==> config.mk <==
export PLATFORM = sky130hd
export DESIGN_NAME = wave_phase_reader
export DESIGN_NICKNAME = d
export VERILOG_FILES = /design/src/rtl/wave_pkg.sv /design/src/rtl/wave_phase_reader_sample_tick_gen.sv /design/src/rtl/wave_phase_reader.sv
export SDC_FILE = /design/constraint.sdc
export NUM_CORES = 1
export LEC_CHECK = 0
export BUFFER_PORTS_ARGS = -buffer_cell sky130_fd_sc_hd__buf_4
export CAP_MARGIN = 10
export CORE_MARGIN = 5
export CORE_UTILIZATION = 32
export DETAILED_ROUTE_END_ITERATION = 6
export GPL_ROUTABILITY_DRIVEN = 0
export SKIP_CTS_REPAIR_TIMING = 1
export SYNTH_ARGS = -nofsm -noshare
export SYNTH_HDL_FRONTEND = slang
export SYNTH_HIERARCHICAL = 1
export SYNTH_SLANG_ARGS = --single-unit
==> constraint.sdc <==
create_clock -name i_clk -period 5.8 [get_ports i_clk]
set_clock_uncertainty 0.1 [all_clocks]
set_input_delay 0.87 -clock i_clk [delete_from_list [all_inputs] [get_ports i_clk]]
set_output_delay 0.87 -clock i_clk [all_outputs]
set_load 0.005 [all_outputs]
==> src/rtl/wave_pkg.sv <==
// Shared constants, the sample type and the address-width helper for the
// wave phase reader slice.
package wave_pkg;

  localparam int GAIN_W     = 4;
  localparam int GAIN_SHIFT = 4;
  localparam int DIV_MIN    = 4;
  localparam int SAMPLE_W   = 16;

  typedef logic signed [SAMPLE_W-1:0] sample_t;

  function automatic int addr_w(input int depth);
    return (depth > 1) ? $clog2(depth) : 1;
  endfunction

endpackage

==> src/rtl/wave_phase_reader_sample_tick_gen.sv <==
// Sample-rate divider: one o_tick every DIV enabled clock cycles.
module sample_tick_gen
  import wave_pkg::*;
#(
  parameter int DIV = 50
) (
  input  logic i_clk,
  input  logic i_rst_n,
  input  logic i_en,
  output logic o_tick
);

  // Shorter periods would let consecutive samples overlap in the read pipeline.
  localparam int DIV_EFF = (DIV < DIV_MIN) ? DIV_MIN : DIV;
  localparam int CNT_W   = $clog2(DIV_EFF);

  logic [CNT_W-1:0] cnt_q, cnt_d;

  always_comb begin
    o_tick = i_en && (cnt_q == CNT_W'(DIV_EFF - 1));
    cnt_d  = cnt_q + 1'b1;
    if (!i_en || o_tick) cnt_d = '0;
  end

  always_ff @(posedge i_clk or negedge i_rst_n) begin
    if (!i_rst_n) cnt_q <= '0;
    else          cnt_q <= cnt_d;
  end

endmodule

==> src/rtl/wave_phase_reader.sv <==
// Phase accumulator addressing a registered waveform LUT, with gain scaling
// and one valid strobe per sample tick; step/gain change only at period wrap.
module wave_phase_reader
  import wave_pkg::*;
#(
  parameter  int DEPTH  = 1024,
  parameter  int DATA_W = 16,
  parameter  int DIV    = 50,
  localparam int ADDR_W = addr_w(DEPTH)
) (
  input  logic                     i_clk,
  input  logic                     i_rst_n,
  input  logic                     i_en,
  input  logic        [ADDR_W-1:0] i_phase_count_step,
  input  logic        [GAIN_W-1:0] i_wave_gain,
  output logic        [ADDR_W-1:0] o_rom_addr,
  input  logic signed [DATA_W-1:0] i_rom_data,
  output logic signed [DATA_W-1:0] o_sample,
  output logic                     o_sample_valid,
  output logic                     o_period_start
);

  localparam int PROD_W = DATA_W + GAIN_W + 1;

  function automatic logic signed [DATA_W-1:0] scale_sample(
    input logic signed [DATA_W-1:0] d,
    input logic        [GAIN_W-1:0] g
  );
    logic signed [PROD_W-1:0] prod;
    prod = PROD_W'(d) * PROD_W'($signed({1'b0, g}));
    prod = prod >>> GAIN_SHIFT;
    return prod[DATA_W-1:0];
  endfunction

  logic                     tick;
  logic                     load;
  logic        [ADDR_W:0]   sum;
  logic        [ADDR_W-1:0] phase_acc_q, phase_acc_d;
  logic        [ADDR_W-1:0] step_q, step_d;
  logic        [GAIN_W-1:0] gain_q, gain_d;
  logic                     wrap_q, wrap_d;
  logic        [ADDR_W-1:0] rom_addr_q, rom_addr_d;
  logic                     pf_q, pf_d;
  logic                     vld_p0_q, vld_p0_d;
  logic                     vld_p1_q, vld_p1_d;
  logic signed [DATA_W-1:0] sample_q, sample_d;
  logic                     sample_vld_q, sample_vld_d;
  logic                     period_start_q, period_start_d;

  sample_tick_gen #(.DIV(DIV)) u_tick (
    .i_clk   (i_clk),
    .i_rst_n (i_rst_n),
    .i_en    (i_en),
    .o_tick  (tick)
  );

  always_comb begin
    load           = tick && (wrap_q || (step_q == '0));
    step_d         = load ? i_phase_count_step : step_q;
    gain_d         = load ? i_wave_gain : gain_q;
    // DEPTH is a power of two, so the carry bit is the period wrap.
    sum            = {1'b0, phase_acc_q} + {1'b0, step_d};
    phase_acc_d    = phase_acc_q;
    wrap_d         = wrap_q;
    rom_addr_d     = rom_addr_q;
    pf_d           = pf_q;
    if (tick) begin
      rom_addr_d  = phase_acc_q;
      phase_acc_d = sum[ADDR_W-1:0];
      wrap_d      = sum[ADDR_W];
      pf_d        = wrap_q;
    end
    // Stage p0: address on the LUT; stage p1: LUT data valid and scaled.
    vld_p0_d       = tick;
    vld_p1_d       = vld_p0_q;
    sample_d       = vld_p1_q ? scale_sample(i_rom_data, gain_q) : sample_q;
    sample_vld_d   = vld_p1_q;
    period_start_d = vld_p1_q && pf_q;
  end

  always_ff @(posedge i_clk or negedge i_rst_n) begin
    if (!i_rst_n) begin
      phase_acc_q    <= '0;
      step_q         <= '0;
      gain_q         <= '0;
      wrap_q         <= 1'b1;
      rom_addr_q     <= '0;
      pf_q           <= 1'b0;
      vld_p0_q       <= 1'b0;
      vld_p1_q       <= 1'b0;
      sample_q       <= '0;
      sample_vld_q   <= 1'b0;
      period_start_q <= 1'b0;
    end else begin
      phase_acc_q    <= phase_acc_d;
      step_q         <= step_d;
      gain_q         <= gain_d;
      wrap_q         <= wrap_d;
      rom_addr_q     <= rom_addr_d;
      pf_q           <= pf_d;
      vld_p0_q       <= vld_p0_d;
      vld_p1_q       <= vld_p1_d;
      sample_q       <= sample_d;
      sample_vld_q   <= sample_vld_d;
      period_start_q <= period_start_d;
    end
  end

  assign o_rom_addr     = rom_addr_q;
  assign o_sample       = sample_q;
  assign o_sample_valid = sample_vld_q;
  assign o_period_start = period_start_q;

endmodule

# [Word level (Yosys, flattened, before mapping)]
# Index checks and enable logic that the tools add are counted.
[totals] output_inout_bits=28 regBits=62 input_bits=33
[classes] addsub=2 eq_ne=1 n_mux=2 reduce_logical=7 mul=1
[op_table] cell="$mul 16x5->20" n=1
[op_table] cell="$add 10x10->11" n=1
[op_table] cell="$logic_not 10->1" n=1
[op_table] cell="$mux 10" n=1
[op_table] cell="$add 6x1->6 const B" n=1
[op_table] cell="$eq 6x6->1 const B" n=1
[op_table] cell="$mux 6" n=1
[op_table] cell="$logic_and 1x1->1" n=3
[op_table] cell="$logic_or 1x1->1" n=2
[op_table] cell="$logic_not 1->1" n=1

# [Depth between registers and ports, before layout]
# Gate-level depths: netlist of run 1.
[logic_depth] word_depth=5 mapped_depth=20 depth_no_buf=18

# [Cells and area by module]
# Netlist of run 1, hierarchy kept.
[modules_own_cells] mod="wave_phase_reader" instances=1 cells_per_inst=457 seq_area_each_um2=1402.6 area_per_inst_um2=4601.9
[modules_own_cells] mod="sample_tick_gen" instances=1 cells_per_inst=28 seq_area_each_um2=150.1 area_per_inst_um2=291.5

# [Worst setup path after synthesis of run 1]
# OpenSTA, ideal clock, no wires.
[synth_path] path_type="input port to flip-flop" startpoint="input port i_rom_data[2]" endpoint="register sample_q[15] (netlist: o_sample[15])" path_buffers=0 arrival_ns=4.209 slack_ns=1.359 setup_ns=0.131 cell_stages=14 cell_sequence="and2_1 > ha_1 > inv_1 > fa_1 > fa_1 > inv_1 > ha_1 > a21oi_2 > o22ai_2 > a211oi_4 > a211oi_2 > a211o_1 > and4_4 > or3_1"
[synth_via] elab_chain_len=1
[synth_lines] item="from (decl)" line="wave_phase_reader.sv:17" source="input logic signed [DATA_W-1:0] i_rom_data,"
[synth_lines] item="$mul 16x5->20" line="wave_phase_reader.sv:30" source="prod = PROD_W'(d) * PROD_W'($signed({1'b0, g}));"
[synth_lines] item="to (signal assigned)" line="wave_phase_reader.sv:103" source="sample_q <= sample_d;"
[synth_lines] item="to (decl)" line="wave_phase_reader.sv:46" source="logic signed [DATA_W-1:0] sample_q, sample_d;"
# No other way between the ends.
# A chain may end at the register's enable or synchronous reset.

# [Worst setup path after layout of run 1]
[layout_path] startpoint="register gain_q[3]" endpoint="register sample_q[15] (netlist: o_sample[15])"
[layout_via] elab_chain_len=1
[layout_lines] item="from (decl)" line="wave_phase_reader.sv:40" source="logic [GAIN_W-1:0] gain_q, gain_d;"
[layout_lines] item="from (signal assigned)" line="wave_phase_reader.sv:97" source="gain_q <= gain_d;"
[layout_lines] item="$mul 16x5->20" line="wave_phase_reader.sv:30"
# No other way between the ends.

==> flow_summary_export.csv, run 1 <==
group,metric,value,unit
run_status,status,"finished, final reports clean",
die,design.die.area,17900,um2
drt,wl_per_cell,13.7,um
synthesis,asyncSetResetFlopFracSynth,1.00,
finish,post_route_cells_drive_above_1_share,0.232,
synthesis,syn-cell-area,4890,um2
setup_path,r2r_start,"gain_q[3]$_DFFE_PN0N_",
die,height_of_the_chip,134,um
setup_path,cp_max_fo,17,
power,p_per_area,170,nW/um2
drt,num_vias,3487,
clock_tree,clkSlewWorstSetupHoldPaths,0.05,ns
timing,fmaxAchievable,0.225,GHz
setup_path,worstReg2RegEnd,"o_sample[15]$_DFFE_PN0P_",
timing,report.final.setup_viol,0,
finish,fill_cells,1494,
clock_tree,clock_latency,0.32,ns
drt,pre_repair_dr_iteration_count,4,
die,i_o_pin_count,61,
synthesis,post_synth_main_area_contributors,"dfrtp_1 31%, fa_1 13%, ha_1 12%",
clock_tree,numCtsBuffers,9,
setup_path,timing.reg2reg.setup_slack,1.36,ns
flow_run,timing.max_cap.violations,0,
drt,route.final.wire_length,10.2,mm
placement,port_buffers,60,
drt,post-route-drc-count,0,
setup_path,worst_ep_arrival_time,4.54,ns
clock_tree,cts_tree,"built",
clock_tree,clock-root-buffer,"clkbuf_16",
synthesis,synth_edf_count,0,
timing,finalHoldViolCount,0,
synthesis,synth_top_cells_by_count,"71 x inv_1, 61 x dfrtp_1, 48 x and2_1, 47 x ha_1, 38 x mux2_2",
setup_path,cp_data_required_time,5.90,ns
timing,part_of_the_cycle_the_worst_path_needs,0.765,
synthesis,yosys.area.top_type_share,0.312,
setup_path,critPathKind,"reg2reg",
die,initial_utilization,0.324,
clock_tree,tritoncts_num_sinks,62,
grt,grt_start_max_net_pins,63,
power,totalPowerFinal,996,uW
timing,worst_slack,1.36,ns
setup_path,timing.critical_path.cells,"and2_1 -> ha_1 -> fa_1 -> inv_1 -> fa_1 -> inv_1 -> ha_1 -> a211oi_1 -> o21ai_0 -> and3_1 -> o21a_1 -> a211o_1 -> and4_4 -> or3_1",
synthesis,postSynthNetCount,597,
setup_path,startpoint_type,"flop",
synthesis,synth.most_common_cell,"inv_1",
synthesis,gate_count_of_the_mapped_netlist,485,
timing,worstMarginPinSlew,0.873,ns
power,static-leakage-power,3.10,nW
grt,gr-usage-all-layers,0.121,
drt,drtAntennaViolNets,0,
timing,max_slew_margin,0.418,
finish,insertedDiodeCount,0,
synthesis,synth-warning-count,6,
placement,pre_cts_ws,1.00,ns
setup_path,cp_slowest_cell,"dfrtp_1",
finish,final_net_count,660,
clock_tree,cts_max_level,3,
die,core_area,15100,um2
placement,dp_hpwl,8.23,mm
min_path,hold-path-endpoint,"sample_vld_d$_DFF_PN0_",
timing,slew_violations,0,
timing,period_needed,4.44,ns
drt,number_of_vias_per_cell_after_detailed_routing,4.71,
synthesis,post_synth.cell_area_avg,10.1,um2
synthesis,synth_sequential_area_ratio,0.317,
grt,grt_first_pass_wirelength,18.0,mm
synthesis,ys_seq_elements,62,
setup_path,reg2regPathDepth,14,
synthesis,netlist.top_cell.by_area,"dfrtp_1",
min_path,worst_hold_startpoint,"vld_p0_q$_DFF_PN0_",
min_path,worst_hold_path.num_cells,0,
finish,area_growth,19.5,%
grt,number_of_global_route_vias_before_repair,3762,
grt,number_of_antenna_violations_at_the_first_check_in_global_routing,0,
synthesis,synth_flop_cell,"dfrtp_1",
timing,total_negative_slack,0,ns
timing,fin_worst_hold_slack,0.248,ns
die,die_w,134,um
synthesis,ys_types,53,
clock_tree,cts-root-to-sink-buffers,2,
power,ir_worst_vdd,0.000137,V
drt,first_iter_violations,79,
setup_path,cp_slowest_stage_delay,0.57,ns
die,number_of_rows_in_the_core_area,45,
setup_path,critical_path.endpoint_type,"flop",
timing,rsz0062_at_grt,"no",
grt,grt-ovfl-total,0,
min_path,timing.hold.worst.class,"reg2reg",
-- final cells by class --
type / count / area, um2 / area share
multi-input combinational: 341 / 3040 / 0.519
sequential: 62 / 1550 / 0.265
timing repair buffer: 62 / 465 / 0.0796
inverter: 72 / 270 / 0.0462
clock buffer: 11 / 243 / 0.0415
tap: 188 / 235 / 0.0402
clock inverter: 4 / 47.5 / 0.00813
-- sequential cells by signal, indices dropped and copies added, names as in the netlist --
register        cells
gain_q              4
o_period_start      1
o_rom_addr         10
o_sample           16
o_sample_valid      1
pf_q                1
phase_acc_q        10
sample_vld_d        1
step_q             10
u_tick/cnt_q        6
vld_p0_q            1
wrap_q              1
-- worst max-delay path: cells and delay by family (launching register included) --
kind | cells | cell delay [ns]
flops | 1 | 0.57
buf+inv | 2 | 0.10
compound gates | 4 | 0.85
fa+ha+maj | 4 | 1.74
simple gates | 4 | 0.94
-- routing by layer --
layer,global-route usage,wire length [um],vias to the layer above
met1,0.151,4600,1684
met2,0.210,5030,47
met4,0.0286,107,0
li1,-,-,1748
met3,0.0332,429,8
met5,0,0,-
-- where the power goes --
part	internal (mW)	total (mW)	leakage (nW)	switching (mW)
Sequential	0.438	0.441	0.844	0.00379
Combinational	0.0193	0.0397	2.11	0.0203
Clock	0.340	0.515	0.141	0.176
-- per-stage QoR --
step	instances	util	instance area [um2]
after floorplan	485	-	4890
after global placement	725	0.368	5560
after detailed placement	725	0.368	5560
after CTS	740	0.388	5850
after global routing	740	0.388	5850
final	740	0.388	5850
-- cells by family (layout without fill, tap and decap cells) --
kind of cell | Yosys count | count (layout) | synth area share
and+or+nand+nor | 136 | 136 | 0.148
buffers and inverters | 82 | 149 | 0.0634
adders and majority gates | 79 | 79 | 0.251
AOI/OAI and AO/OA | 69 | 69 | 0.0982
DFF | 62 | 62 | 0.317
muxes | 39 | 39 | 0.0895
xor gates and xnor gates | 18 | 18 | 0.0322
-- worst max path at each step --
stage	start	endpoint	slack, ns	depth (start not counted)
final	gain_q[3]$_DFFE_PN0N_	o_sample[15]$_DFFE_PN0P_	1.36	14
after global routing	gain_q[3]$_DFFE_PN0N_	o_sample[15]$_DFFE_PN0P_	1.14	14
after CTS	gain_q[2]$_DFFE_PN0N_	o_sample[15]$_DFFE_PN0P_	1.35	14
after detailed placement	i_rom_data[1]	o_sample[15]$_DFFE_PN0P_	1.00	15
after global placement	i_rom_data[1]	o_sample[15]$_DFFE_PN0P_	1.08	15
after floorplan	i_rom_data[2]	o_sample[15]$_DFFE_PN0P_	1.36	14
-- cell usage in the layout (no fill, tap or decap), types with 4 or more instances in the layout --
| cell type | instances |
|---|---|
| inv_1 | 71 |
| buf_4 | 62 |
| dfrtp_1 | 61 |
| and2_1 | 48 |
| ha_1 | 47 |
| mux2_2 | 38 |
| fa_1 | 32 |
| nand2_1 | 29 |
| nor2_1 | 19 |
| o21ai_0 | 17 |
| xnor2_1 | 13 |
| a21oi_1 | 11 |
| nor3_1 | 10 |
| clkbuf_16 | 9 |
| nand3_1 | 8 |
| o21a_1 | 8 |
| xor2_1 | 5 |
| a211oi_1 | 4 |
No activity file was read; power rests on OpenSTA's default activity.
==> run 2, diff against run 1 <==
--- a/config.mk
+++ b/config.mk
@@ -5,6 +5,7 @@
 export SDC_FILE = /design/constraint.sdc
 export NUM_CORES = 1
 export LEC_CHECK = 0
+export ABC_AREA = 1
 export BUFFER_PORTS_ARGS = -buffer_cell sky130_fd_sc_hd__buf_4
 export CAP_MARGIN = 10
 export CORE_MARGIN = 5
==> constraint.sdc (replaced) <==
create_clock -name i_clk -period 3.8 [get_ports i_clk]
set_clock_uncertainty 0.1 [all_clocks]
set_input_delay 0.57 -clock i_clk [delete_from_list [all_inputs] [get_ports i_clk]]
set_output_delay 0.57 -clock i_clk [all_outputs]
set_load 0.005 [all_outputs]
==> flow_summary_export.csv, run 2 <==
group,metric,value,unit
synthesis,fraction_of_the_mapped_netlist_area_in_adder_cells,0.235,
synthesis,asyncSetResetFlopFracSynth,1.00,
drt,drtAntennaViolNets,0,
drt,num_vias,4348,
timing,period_needed,3.59,ns
setup_path,startpoint_type,"flop",
grt,grt_first_pass_wirelength,20.3,mm
synthesis,netlist.top_cell.by_area,"dfrtp_1",
finish,final_net_count,880,
synthesis,post_synth.cell_area_avg,7.52,um2
drt,first_iter_violations,155,
synthesis,ys_types,37,
synthesis,post_synth_main_area_contributors,"dfrtp_1 29%, nand2_1 15%, fa_1 12%",
die,die_w,138,um
grt,number_of_global_route_vias_before_repair,4406,
synthesis,synth_flop_cell,"dfrtp_1",
setup_path,critical-path-top-cell-by-count,"nand2_1",
timing,report.final.setup_viol,0,
synthesis,synth-compound-area-share,0.0720,
synthesis,yosys.area.top_type_share,0.292,
finish,mostFrequentLayoutCells,"206 x nand2_1, 151 x inv_1, 74 x buf_4, 59 x dfrtp_1, 42 x ha_1",
synthesis,dominant_combinational_cell_family_by_area_after_synthesis,"adder cells",
finish,leading_cell_type_in_the_layout_fill_and_taps_excluded,"nand2_1",
setup_path,worst_ep_arrival_time,3.69,ns
drt,number_of_vias_per_cell_after_detailed_routing,4.40,
finish,largest_register_ff_count,16,
setup_path,cp_slowest_stage_delay,0.54,ns
grt,grt-ovfl-total,0,
timing,max_slew_margin,0.452,
setup_path,critical_path.endpoint_type,"flop",
synthesis,postSynthNetCount,807,
die,design.die.area,19000,um2
setup_path,critPathKind,"reg2reg",
placement,dp_hpwl,9.13,mm
synthesis,synth_mux_area_frac,0.00862,
synthesis,ys_seq_elements,62,
power,pwr-share-clk,0.484,
synthesis,gate_count_of_the_mapped_netlist,695,
min_path,timing.hold.worst.class,"in2async",
clock_tree,clock-root-buffer,"clkbuf_16",
drt,pre_repair_dr_iteration_count,4,
timing,slew_violations,0,
clock_tree,cts_tree,"built",
setup_path,cp_slowest_cell,"fa_1",
timing,finalHoldViolCount,0,
power,relative_contribution_of_combinational_cells_to_total_power,0.073,
die,i_o_pin_count,61,
setup_path,critPathTopFamily,"adder cells",
setup_path,timing.critical_path.cells,"buf_12 -> nand2_1 -> inv_1 -> ha_1 -> fa_1 -> inv_1 -> fa_1 -> inv_1 -> ha_4 -> nand2_1 -> nor2_2 -> nand2_1 -> nand2_2 -> nand3_1 -> nand2_2 -> nand2_1 -> nand2_1 -> nand2_1 -> nand3_1 -> nand2_1",
grt,grt_start_max_net_pins,63,
clock_tree,tritoncts_num_sinks,62,
power,ir_worst_vdd,0.000184,V
synthesis,synth_sequential_area_ratio,0.297,
power,power.share.sequential,0.444,
timing,worstMarginPinSlew,0.822,ns
setup_path,path_buf_inv,4,
power,power.net_switching,352,uW
power,p_int,1.21,mW
finish,post_route_cells_drive_above_1_share,0.169,
flow_run,timing.max_cap.violations,0,
die,initial_utilization,0.328,
timing,fmaxAchievable,0.279,GHz
synthesis,share_of_the_synthesized_netlist_area_taken_by_xor_and_xnor_gates,0.0302,
synthesis,synth.most_common_cell,"nand2_1",
timing,rsz0062_at_grt,"yes",
finish,insertedDiodeCount,0,
timing,total_negative_slack,0,ns
grt,gr-usage-all-layers,0.132,
setup_path,timing.reg2reg.setup_slack,0.21,ns
synthesis,syn-cell-area,5230,um2
power,totalPowerFinal,1.56,mW
synthesis,synth_top_cells_by_count,"209 x nand2_1, 151 x inv_1, 61 x dfrtp_1, 47 x ha_1, 38 x nor2_1",
drt,post-route-drc-count,0,
run_status,status,"finished, final reports clean",
clock_tree,cts-root-to-sink-buffers,2,
drt,wl_per_cell,11.9,um
placement,port_buffers,60,
synthesis,synth_simple_gate_area_share,0.234,
power,static-leakage-power,3.73,nW
clock_tree,cts_max_level,3,
setup_path,cp_data_required_time,3.90,ns
clock_tree,numCtsBuffers,9,
finish,final_instance_area,6410,um2
die,height_of_the_chip,138,um
drt,route.final.wire_length,11.8,mm
clock_tree,clkSlewWorstSetupHoldPaths,0.05,ns
power,p_per_area,243,nW/um2
finish,area_growth,22.7,%
clock_tree,clock_latency,0.32,ns
synthesis,synth-warning-count,6,
power,switching_share,0.225,
setup_path,cp_max_fo,7,
timing,part_of_the_cycle_the_worst_path_needs,0.944,
placement,detailed_place.area,5960,um2
grt,number_of_antenna_violations_at_the_first_check_in_global_routing,0,
die,core_area,15900,um2
die,number_of_rows_in_the_core_area,46,
synthesis,synth_edf_count,0,
run 2: cell count changes in the layout (fill, tap and decap cells not counted), sizes merged, moves of 5 or more:
cell	previous run	this run
a211oi	6	1
and2	49	0
buf	62	76
inv	71	151
mux2	38	4
nand2	29	215
nand3	9	31
nor2	19	40
nor3	11	6
o21a	8	0
o21ai	18	33
run 2: kinds of logic after synthesis:
group | Yosys count
mux | 4
fa+ha+maj | 79
flops | 62
simple gates | 299
xor+xnor | 18
compound gates | 65
buf+inv | 168
run 2: cell type report:
class	count	area [um2]
timing repair buffer	77	603
multi-input combinational	465	3130
tap	216	270
fill	1668	9530
clock inverter	3	18.8
clock buffer	13	260
inverter	153	574
sequential	62	1560
run 2: worst register-to-register path, cell delays in order, from the launching register on:
cell,delay [ns]
dfrtp_2,0.42
buf_12,0.14
nand2_1,0.05
inv_1,0.04
ha_1,0.30
fa_1,0.53
inv_1,0.05
fa_1,0.54
inv_1,0.07
ha_4,0.28
nand2_1,0.09
nor2_2,0.12
nand2_1,0.08
nand2_2,0.10
nand3_1,0.09
nand2_2,0.10
nand2_1,0.09
nand2_1,0.07
nand2_1,0.04
nand3_1,0.11
nand2_1,0.07
run 2: final timing paths:
path	startpoint	end	depth (start not counted)
setup / recovery	gain_q[2]$_DFFE_PN0N_	o_sample[9]$_DFFE_PN0P_	20
hold / removal	i_rst_n	o_rom_addr[5]$_DFFE_PN0P_	1
setup reg to reg	gain_q[2]$_DFFE_PN0N_	o_sample[9]$_DFFE_PN0P_	20
hold reg to reg	vld_p0_q$_DFF_PN0_	sample_vld_d$_DFF_PN0_	0
max in group asynchronous	i_rst_n	gain_q[2]$_DFFE_PN0N_	1
min in group i_clk	vld_p0_q$_DFF_PN0_	sample_vld_d$_DFF_PN0_	0
run 2: per-stage QoR:
stage	hold slack [ns]	setup slack, ns	std cells	utilization
floorplan	0.174	0.150	695	-
global placement	0.235	-0.0361	967	0.374
detailed placement	0.236	-0.0355	967	0.374
CTS	0.248	-0.0260	983	0.391
global route	0.261	-0.0159	989	0.402
finish	0.222	0.214	989	0.402
run 2: power groups by stage:
stage	clock network (mW)	registers (mW)	logic, mW
after floorplan	0	0.701	0.0426
after global placement	0	0.704	0.114
after detailed placement	0	0.703	0.115
after CTS	0.782	0.692	0.116
after global routing	0.815	0.694	0.132
final	0.755	0.692	0.113
run 2: layer usage:
metal / share of wire / wire (um) / track usage
met1: 0.47 / 5580 / 0.176
met2: 0.47 / 5550 / 0.215
met3: 0.049 / 584 / 0.0340
met4: 0.0089 / 105 / 0.0329
met5: 0 / 0 / 0
